## src/rtl/seqdet_test_sequencer.sv

```systemverilog
// Test sequencer for the 4-state serial sequence detector. It clears the detector, shifts a word
// into it MSB first, and tallies the cycles in which z was high and the first bit that raised z.
module seqdet_test_sequencer #(
   parameter int unsigned WIDTH = 8,
   localparam int unsigned CW = $clog2(WIDTH + 1),
   localparam int unsigned IW = $clog2(WIDTH)
) (
   input  logic             clk,
   input  logic             Reset,
   input  logic             start,
   input  logic [WIDTH-1:0] din,
   input  logic             z_in,
   output logic             w_out,
   output logic             det_resetn,
   output logic             busy,
   output logic             done,
   output logic [CW-1:0]    hit_count,
   output logic             hit_valid,
   output logic [IW-1:0]    first_hit
);

   typedef enum logic [2:0] {StIdle, StClr, StShift, StDrain, StDone} state_t;

   state_t           state_q;
   logic [WIDTH-1:0] shreg_q;
   logic [IW-1:0]    idx_q;
   logic             sample_en;
   logic [IW-1:0]    sample_idx;

   // z is registered in the detector, so it always reports the bit applied one cycle earlier.
   assign sample_en  = z_in && (((state_q == StShift) && (idx_q != '0)) || (state_q == StDrain));
   assign sample_idx = (state_q == StDrain) ? IW'(WIDTH - 1) : idx_q - IW'(1);

   assign w_out      = (state_q == StShift) && shreg_q[WIDTH-1];
   assign det_resetn = !Reset && (state_q != StClr);

   always_ff @(posedge clk) begin
      if (Reset) begin
         state_q   <= StIdle;
         shreg_q   <= '0;
         idx_q     <= '0;
         busy      <= 1'b0;
         done      <= 1'b0;
         hit_count <= '0;
         hit_valid <= 1'b0;
         first_hit <= '0;
      end else begin
         case (state_q)
            StIdle: begin
               if (start) begin
                  shreg_q   <= din;
                  hit_count <= '0;
                  hit_valid <= 1'b0;
                  first_hit <= '0;
                  busy      <= 1'b1;
                  state_q   <= StClr;
               end
            end
            StClr: begin
               idx_q   <= '0;
               state_q <= StShift;
            end
            StShift: begin
               shreg_q <= {shreg_q[WIDTH-2:0], 1'b0};
               idx_q   <= idx_q + IW'(1);
               if (idx_q == IW'(WIDTH - 1)) begin
                  state_q <= StDrain;
               end
            end
            StDrain: begin
               busy    <= 1'b0;
               done    <= 1'b1;
               state_q <= StDone;
            end
            StDone: begin
               done    <= 1'b0;
               state_q <= StIdle;
            end
            default: state_q <= StIdle;
         endcase

         if (sample_en) begin
            hit_count <= hit_count + CW'(1);
            if (!hit_valid) begin
               first_hit <= sample_idx;
               hit_valid <= 1'b1;
            end
         end
      end
   end

endmodule

```

## config.mk

```make
export PLATFORM = sky130hd
export DESIGN_NAME = seqdet_test_sequencer
export DESIGN_NICKNAME = d
export VERILOG_FILES = /design/src/rtl/seqdet_test_sequencer.sv
export SDC_FILE = /design/constraint.sdc
export NUM_CORES = 1
export LEC_CHECK = 0
export ABC_AREA = 1
export CAP_MARGIN = 15
export CORE_MARGIN = 1
export CORE_UTILIZATION = 24
export CTS_BUF_LIST = sky130_fd_sc_hd__clkbuf_4 sky130_fd_sc_hd__clkbuf_8
export DETAILED_ROUTE_END_ITERATION = 8
export PLACE_DENSITY = 0.41
export SYNTH_ARGS = -nofsm -noshare
export SYNTH_HDL_FRONTEND = slang
export SYNTH_SLANG_ARGS = --single-unit
```

## constraint.sdc

```tcl
create_clock -name clk -period 1.6 [get_ports clk]
set_clock_uncertainty 0.2 [all_clocks]
set_input_delay 0.24 -clock clk [delete_from_list [all_inputs] [get_ports clk]]
set_output_delay 0.24 -clock clk [all_outputs]
set_load 0.01 [all_outputs]
```

Yosys cells after proc, flatten, opt, wreduce, memory -nomap -nowiden
Cells that the tools add are included.
W data, S select, Z words.
{"block": "totals", "in_bits": 12, "reg_bits": 24, "output_inout_bits": 12}
{"block": "op_classes", "n_reduce_logical": 18, "n_mux": 21, "n_addsub": 3, "n_eq_ne": 8}
{"operator": "$mux W3", "count": 7}
{"operator": "$pmux W8 S2", "count": 1}
{"operator": "$mux W4", "count": 3}
{"operator": "$pmux W3 S4", "count": 1}
{"operator": "$reduce_bool A2 Y1", "count": 6}
{"operator": "$mux W8", "count": 1}
{"operator": "$reduce_and A2 Y1", "count": 4}
{"operator": "$eq A3 B2 Y1 const B", "count": 2}
{"operator": "$eq A3 B3 Y1 const B", "count": 2}
{"operator": "$pmux W3 S2", "count": 1}
{"operator": "$mux W1", "count": 5}
{"operator": "$add A4 B1 Y4 const B", "count": 1}
{"operator": "$logic_and A1 B1 Y1", "count": 4}
{"operator": "$pmux W1 S2", "count": 2}
{"operator": "$add A3 B1 Y3 const B", "count": 1}
{"operator": "$eq A3 B1 Y1 const B", "count": 1}
{"operator": "$logic_not A3 Y1", "count": 1}
{"operator": "$ne A3 B1 Y1 const B", "count": 1}
{"operator": "$reduce_bool A3 Y1", "count": 1}
{"operator": "$sub A3 B1 Y3 const B", "count": 1}
{"operator": "$ne A2 B1 Y1 const B", "count": 1}
{"operator": "$ne A2 B2 Y1 const B", "count": 1}
{"operator": "$logic_not A1 Y1", "count": 1}
{"operator": "$logic_or A1 B1 Y1", "count": 1}

Longest topological paths before layout
{"block": "depth", "word_depth": 6, "depth_mapped": 9, "mapped_depth_nobuf": 9}

Worst setup path before layout
OpenSTA, ideal clock, no wires.
{"block": "synth_timing", "path_kind": "register -> register", "start": "reg idx_q[0]", "end": "reg hit_count[1]", "path_slack_ps": 203, "path_stages_with_launch": 9, "t_arrival_ps": 1065, "setup_time_ps": 132, "cell_sequence": "dfxtp_1 > inv_1 > ha_1 > nand2_1 > nand3_1 > nand2_4 > nand2_2 > nand3_1 > a21oi_1"}
{"block": "synth_via", "elab_chain_cells": 6, "elab_cells_between_ends": 8, "classes_between": "mux (1); reduce/logical (7)"}
{"item": "from (decl)", "line_no": "26", "text": "logic [IW-1:0] idx_q;"}
{"item": "from (signal assigned)", "line_no": "65", "text": "idx_q <= idx_q + IW'(1);"}
{"item": "$reduce_bool A3 Y1 (*)", "line_no": "31", "text": "assign sample_en = z_in && (((state_q == StShift) && (idx_q != '0)) || (state_q == StDrain));"}
{"item": "$logic_and A1 B1 Y1 (*)", "line_no": "31"}
{"item": "$logic_or A1 B1 Y1 (*)", "line_no": "31"}
{"item": "$logic_and A1 B1 Y1 (*)", "line_no": "31"}
{"item": "$reduce_bool A2 Y1 (no source line)"}
{"item": "$reduce_and A2 Y1 (no source line)"}
{"item": "to (signal assigned)", "line_no": "83", "text": "hit_count <= hit_count + CW'(1);"}
{"item": "to (decl)", "line_no": "17", "text": "output logic [CW-1:0] hit_count,"}
Every way passes the cells marked *; elsewhere a longest branch is shown, timed or not.
A chain may end at the register's enable or synchronous reset.

Worst setup path in the final report
{"block": "layout_timing", "start": "reg hit_count[0]", "end": "out hit_count[0]"}
No word-level cell between the ends.

==> run summary <==
Largest net degree at the start of global routing: 20
Synth top area share: 39.18%
Maxcap violations: 0
Critical path capture point type: output port
I/O Buffers: 23
Grt ovf: 0
FF+latch count, synth: 24
Syn Nets: 186
First-pass GRT wire length: 4560 microns
Worst path depth: 1
Final hold violations: 0
CP Data Required Time: 1.16 ns
Sequential area share after synthesis: 39.18%
Die Y: 73.48 microns
Max rail drop VDD: 0.4817 mV
Routed Wire Length: 2746 microns
Adder-cell share of the synthesized area: 5.102%
Num rows: 25
Setup ws final: 0.03196 ns
Number of global-route vias before repair: 1072
RSZ-0062 raised after global routing: no
Leakage power: 0.0008251 uW
Dpl hpwl: 2056 microns
Compound-Gate Fraction of Synth Area: 10.71%
Detailed Routing Iterations Pass 1: 4
Ant diodes: 0
Cells after synthesis: 169
DRT antenna net count: 0
Num CTS Buffers: 3
CTS Sinks: 24
Status: completed
CP max-delay cell: clkdlybuf4s50_1
CP Cell Sequence: clkdlybuf4s50_1
Clk slew on worst S/H paths: 0.08 ns
Layout area overhead: 37.76%
Clock Path Buffers: 2
Final min period: 1.568 ns
WP data arrival: 1.13 ns
Met1 global-route usage: 12.82%
Largest family of logic cells by synthesized area: simple AND/OR/NAND/NOR gates
Final worst-path cycle share: 98.00%
Starting Density: 25.45%
Syn Area/Cell: 7.255 sq um
Synth area leader: dfxtp_1
Crit Path Max Fanout: 2
Largest stage delay, worst path: 0.53 ns
Wire per inst: 10.06 microns
Yosys warning total: 0
R2R depth: 8
Overall Power: 1503 uW
Xor/xnor cell area share of the yosys netlist: 0.7143%
Buffers & Inverters on Critical Path: 1
Met2 Use GR: 19.78%
Multiplexer share of the synthesized area: 0%
Clk_lat worst skew: 0.26 ns
GPL Wtd Cong: 0.7138
Grt peak-use layer: met2
Setup Viol. Count Final: 0
Place WS: -0.2114 ns
Root Driver: clkbuf_8
Vias per cell: 4.286
Die Footprint: 5399 sq um
P per Cell Area: 889.9 nW/um^2
Top delay family on crit path: buffers and inverters
Slew headroom: 84.94%
Via count: 1170
Worst r2r dst: shreg_q[4]
CP Capture Point: hit_count[0]
Hold depth: 2
Synth Area in Simple Gates: 35.61%
Critical Path Source Type: flip-flop
CTS tree: built
Worst r2r src: state_q[2]
Hold Path Class: flip-flop to flip-flop
Fmax: 0.6377 GHz
Core box area: 4817 sq um
Worst R2R Setup Slack: 0.14 ns
# IOs: 24
Final Slew Violations: 0
Setup crit start: hit_count[0]
Share of layout cells above drive strength 1: 19.42%
Met3 usage: 3.292%
Total GRT Usage: 10.95%
Drt drc: 0
Worst-margin pin slew: 0.2259 ns
Initial antenna violation count: 0
Yosys cell types: 25
Die width: 73.48 microns
Synthesized area: 1226 sq um
Iter 0 DRT Violations: 38
Critical setup path kind: flip-flop to output port
Final nets: 225
Area contributors post-synth: dfxtp_1 (39%), nand2_1 (16%), a21oi_1 (6.9%), ha_1 (5.1%), nand3_1 (4.5%)
# H-tree levels: 1
==> per-stage QoR <==
stage,instances,util (%),area (sq um),hold slack [ns],TNS [ns]
2_1_floorplan,169,-,1226,0.1873,0
3_5_place_dp,270,34.00,1638,0.2559,-0.3416
6_report,273,35.06,1689,0.2656,0
5_1_grt,273,35.06,1689,0.2874,0
4_1_cts,273,34.78,1675,0.2694,0
3_3_place_gp,270,34.00,1638,0.2517,-0.2433
==> flip-flops by register name (all words and copies together), names as in the netlist <==
signal,count
shreg_q,8
hit_count,4
first_hit,3
idx_q,3
state_q,3
busy,1
done,1
hit_valid,1
==> worst min-delay path by stage <==
stage | startpoint | to | slack [ns]
finish | shreg_q[5] | shreg_q[5] | 0.27
global route | shreg_q[2] | shreg_q[2] | 0.29
CTS | shreg_q[5] | shreg_q[5] | 0.27
detailed placement | shreg_q[5] | shreg_q[5] | 0.26
global placement | shreg_q[6] | shreg_q[6] | 0.25
floorplan | din[0] | shreg_q[0] | 0.19
==> logic make-up after synthesis <==
| group | after synthesis |
|---|---|
| adders and majority gates | 5 |
| DFF | 24 |
| xor gates and xnor gates | 1 |
| and+or+nand+nor | 91 |
| buffers and inverters | 22 |
| AOI/OAI and AO/OA | 26 |
==> synthesized netlist by cell type <==
library cell	n
nor2_4	3
or2_2	1
nand4_1	3
clkbuf_1	2
nand3_1	11
ha_1	5
nand2_4	1
nand3_4	2
buf_2	1
dfxtp_1	24
inv_1	14
buf_6	2
a21oi_1	17
o21ai_1	1
xor2_1	1
nand2_1	53
inv_2	1
nand3b_1	1
nor2_1	11
o21ai_0	7
o22ai_1	1
inv_4	1
inv_6	1
nand2_2	3
nor3_1	2
==> routing by layer <==
metal / wire [microns] / part of all wire, %
met5: 0 / 0
met4: 18 / 0.66
met3: 131 / 4.8
met2: 1342 / 49
met1: 1253 / 46
==> final cells by class <==
cell class | instances | area (sq um)
timing repair buffer | 39 | 360.3
tap | 67 | 83.83
clock buffer | 3 | 41.29
sequential | 24 | 490.5
multi-input combinational | 123 | 639.4
fill | 531 | 3128
inverter | 17 | 73.82
==> where the power goes <==
part	internal [uW]	switching, uW	total, uW	leakage (uW)
Combinational	209	253	462	0.000605
Sequential	654	33.1	687	0.000198
Clock	168	186	354	0.0000216
==> timing repair <==
item / 4_1_cts / 5_1_grt
resized for setup: 14 / 10
hold buffers: 0 / 0
setup buffers: 0 / 0
endpoints found under the setup margin: 7 / 11
pin swaps: 0 / 2
==> placed cells by master (no fill, tap or decap), drive strengths merged, types with 2 or more instances in the layout <==
| master | synthesis | layout |
|---|---|---|
| nor3 | 2 | 2 |
| nor2 | 14 | 14 |
| dlygate4sd2 | 0 | 4 |
| dlymetal6s2s | 0 | 5 |
| o21ai | 8 | 8 |
| nand2 | 57 | 57 |
| nand4 | 3 | 3 |
| clkdlybuf4s50 | 0 | 12 |
| nand3 | 13 | 13 |
| clkbuf | 2 | 4 |
| dfxtp | 24 | 24 |
| inv | 17 | 17 |
| ha | 5 | 5 |
| a21oi | 17 | 17 |
| buf | 3 | 17 |
Note: power is estimated with default switching activity, not from simulation.
==> RTL edit, RTL diff (same flow settings) <==
The parameter `WIDTH` goes from 8 to 16.
--- a/src/rtl/seqdet_test_sequencer.sv
+++ b/src/rtl/seqdet_test_sequencer.sv
@@ -3,3 +3,3 @@
 module seqdet_test_sequencer #(
-   parameter int unsigned WIDTH = 8,
+   parameter int unsigned WIDTH = 16,
    localparam int unsigned CW = $clog2(WIDTH + 1),
Ports: changed (resized din, first_hit and hit_count); port bits go from 24 to 34. The function was not compared with the original's and may differ.
==> RTL edit against the original RTL <==
- design area grew 50%
- sequential cell count increased by 11
- wire length rose by 64%
- worst setup slack improved by 19 ps
- sequential share of layout area fell by 0.88 points
- global-route usage up 1.9 points
- power grew 47%
- fmax increased by 1.2%
- synthesized cell count up 39%
- synthesized area is 38% higher
- critical path type is now reg -> reg
- critical endpoint is now shreg_q[15]
==> RTL edit: results (changes against the original RTL) <==
status: complete, no violations (unchanged)
GRT Total Usage: 12.9% (was 11.0%)
gpl congestion: 0.728 (was 0.714)
PostCTS Resize Cnt: 24 (was 14)
Comb power: 573 uW (was 462 uW)
# fillers: 728 (was 531)
cell area after placement: 2260 um2 (was 1640 um2)
Largest stage delay, worst path: 360 ps (was 530 ps)
Pleak: 0.00111 uW (was 0.000825 uW)
first-pass GRT wire length: 7490 um (was 4560 um)
Seq pwr share: 44.1% (was 45.7%)
H-tree lvl count: 2 (was 1)
Post-layout nets: 316 (was 225)
hold path start: shreg_q[3] (was shreg_q[5])
pre-CTS WS: -302 ps (was -211 ps)
Cells after Synth: 235 (was 169)
critical path type: reg -> reg (was reg -> out)
CP max-delay cell: dfxtp_4 (was clkdlybuf4s50_1)
r2r endpoint: shreg_q[15] (was shreg_q[4])
Skew-Pair Late Insertion Delay: 280 ps (was 260 ps)
cells taking the most area after synthesis: dfxtp_1, nand2_1, o21ai_0, a21oi_1, inv_1 (was dfxtp_1, nand2_1, a21oi_1, ha_1, nand3_1)
WL final: 4500 um (was 2750 um)
Worst VDD drop: 0.000311 V (was 0.000482 V)
pwr dens: 875 nW/um2 (was 890 nW/um2)
First DRT Iteration DRCs: 47 (was 38)
arrival time at the worst endpoint: 1530 ps (was 1130 ps)
r2r setup slk: 50 ps (was 140 ps)
setup bufs post-CTS: 2 (was 0)
total vias in the final route: 1684 (was 1170)
initial antenna violation count: 0 (unchanged)
Int Power: 1550 uW (was 1030 uW)
largest net degree at the start of global routing: 32 (was 20)
Final min period: 1550 ps (was 1570 ps)
Synth cell types: 25 (unchanged)
DR WL/cell: 11.5 um (was 10.1 um)
Post-Syn Nets: 258 (was 186)
CTS Buf Count: 5 (was 3)
registers with the most flip-flops: shreg_q: 16 flops, hit_count: 5 flops (was shreg_q: 8 flops, hit_count: 4 flops)
DP Cell Count: 374 (was 270)
layout cells sized above 1: 25.2% (was 19.4%)
vias in the first global route: 1606 (was 1072)
Worst slew margin: 78.4% (was 84.9%)
WHS: 246 ps (was 266 ps)
Worst Setup SP: state_q[0] (was hit_count[0])
sequential area share after synthesis: 41.3% (was 39.2%)
Commonest cells post-synth: nand2_1, dfxtp_1, inv_1 (was nand2_1, dfxtp_1, a21oi_1)
DR pass1 iterations: 4 (unchanged)
port buffer count: 33 (was 23)
DP Wirelength: 2910 um (was 2060 um)
peak fanout along the critical path: 16 (was 2)
WHS Endpoint: shreg_q[3] (was shreg_q[5])
-- RTL edit: cells by family (layout without fill, tap and decap cells) --
group	count (synthesis)	after routing	share of synthesized area [%]
simple gates	89	91	25.7
compound gates	64	64	19.5
buf+inv	42	99	10.3
flops	35	35	41.3
fa+ha+maj	3	3	2.21
xor+xnor	2	2	1.03
-- RTL edit: area by class of cell --
type | instances | area (um2) | area share, %
clock buffers | 7 | 83.8 | 3.32
clock inverters | 1 | 5.00 | 0.198
inverters | 31 | 119 | 4.70
multi-input cells | 160 | 932 | 36.9
flip-flops and latches | 35 | 712 | 28.2
well taps | 96 | 120 | 4.75
repair buffers | 60 | 557 | 22.0
-- RTL edit: routing by layer --
metal	vias up	track usage (%)	wire length, um
met5	-	0	0
met1	771	16.0	2150
met3	4	3.37	181
met4	0	4.24	44
li1	883	-	-
met2	26	21.7	2130
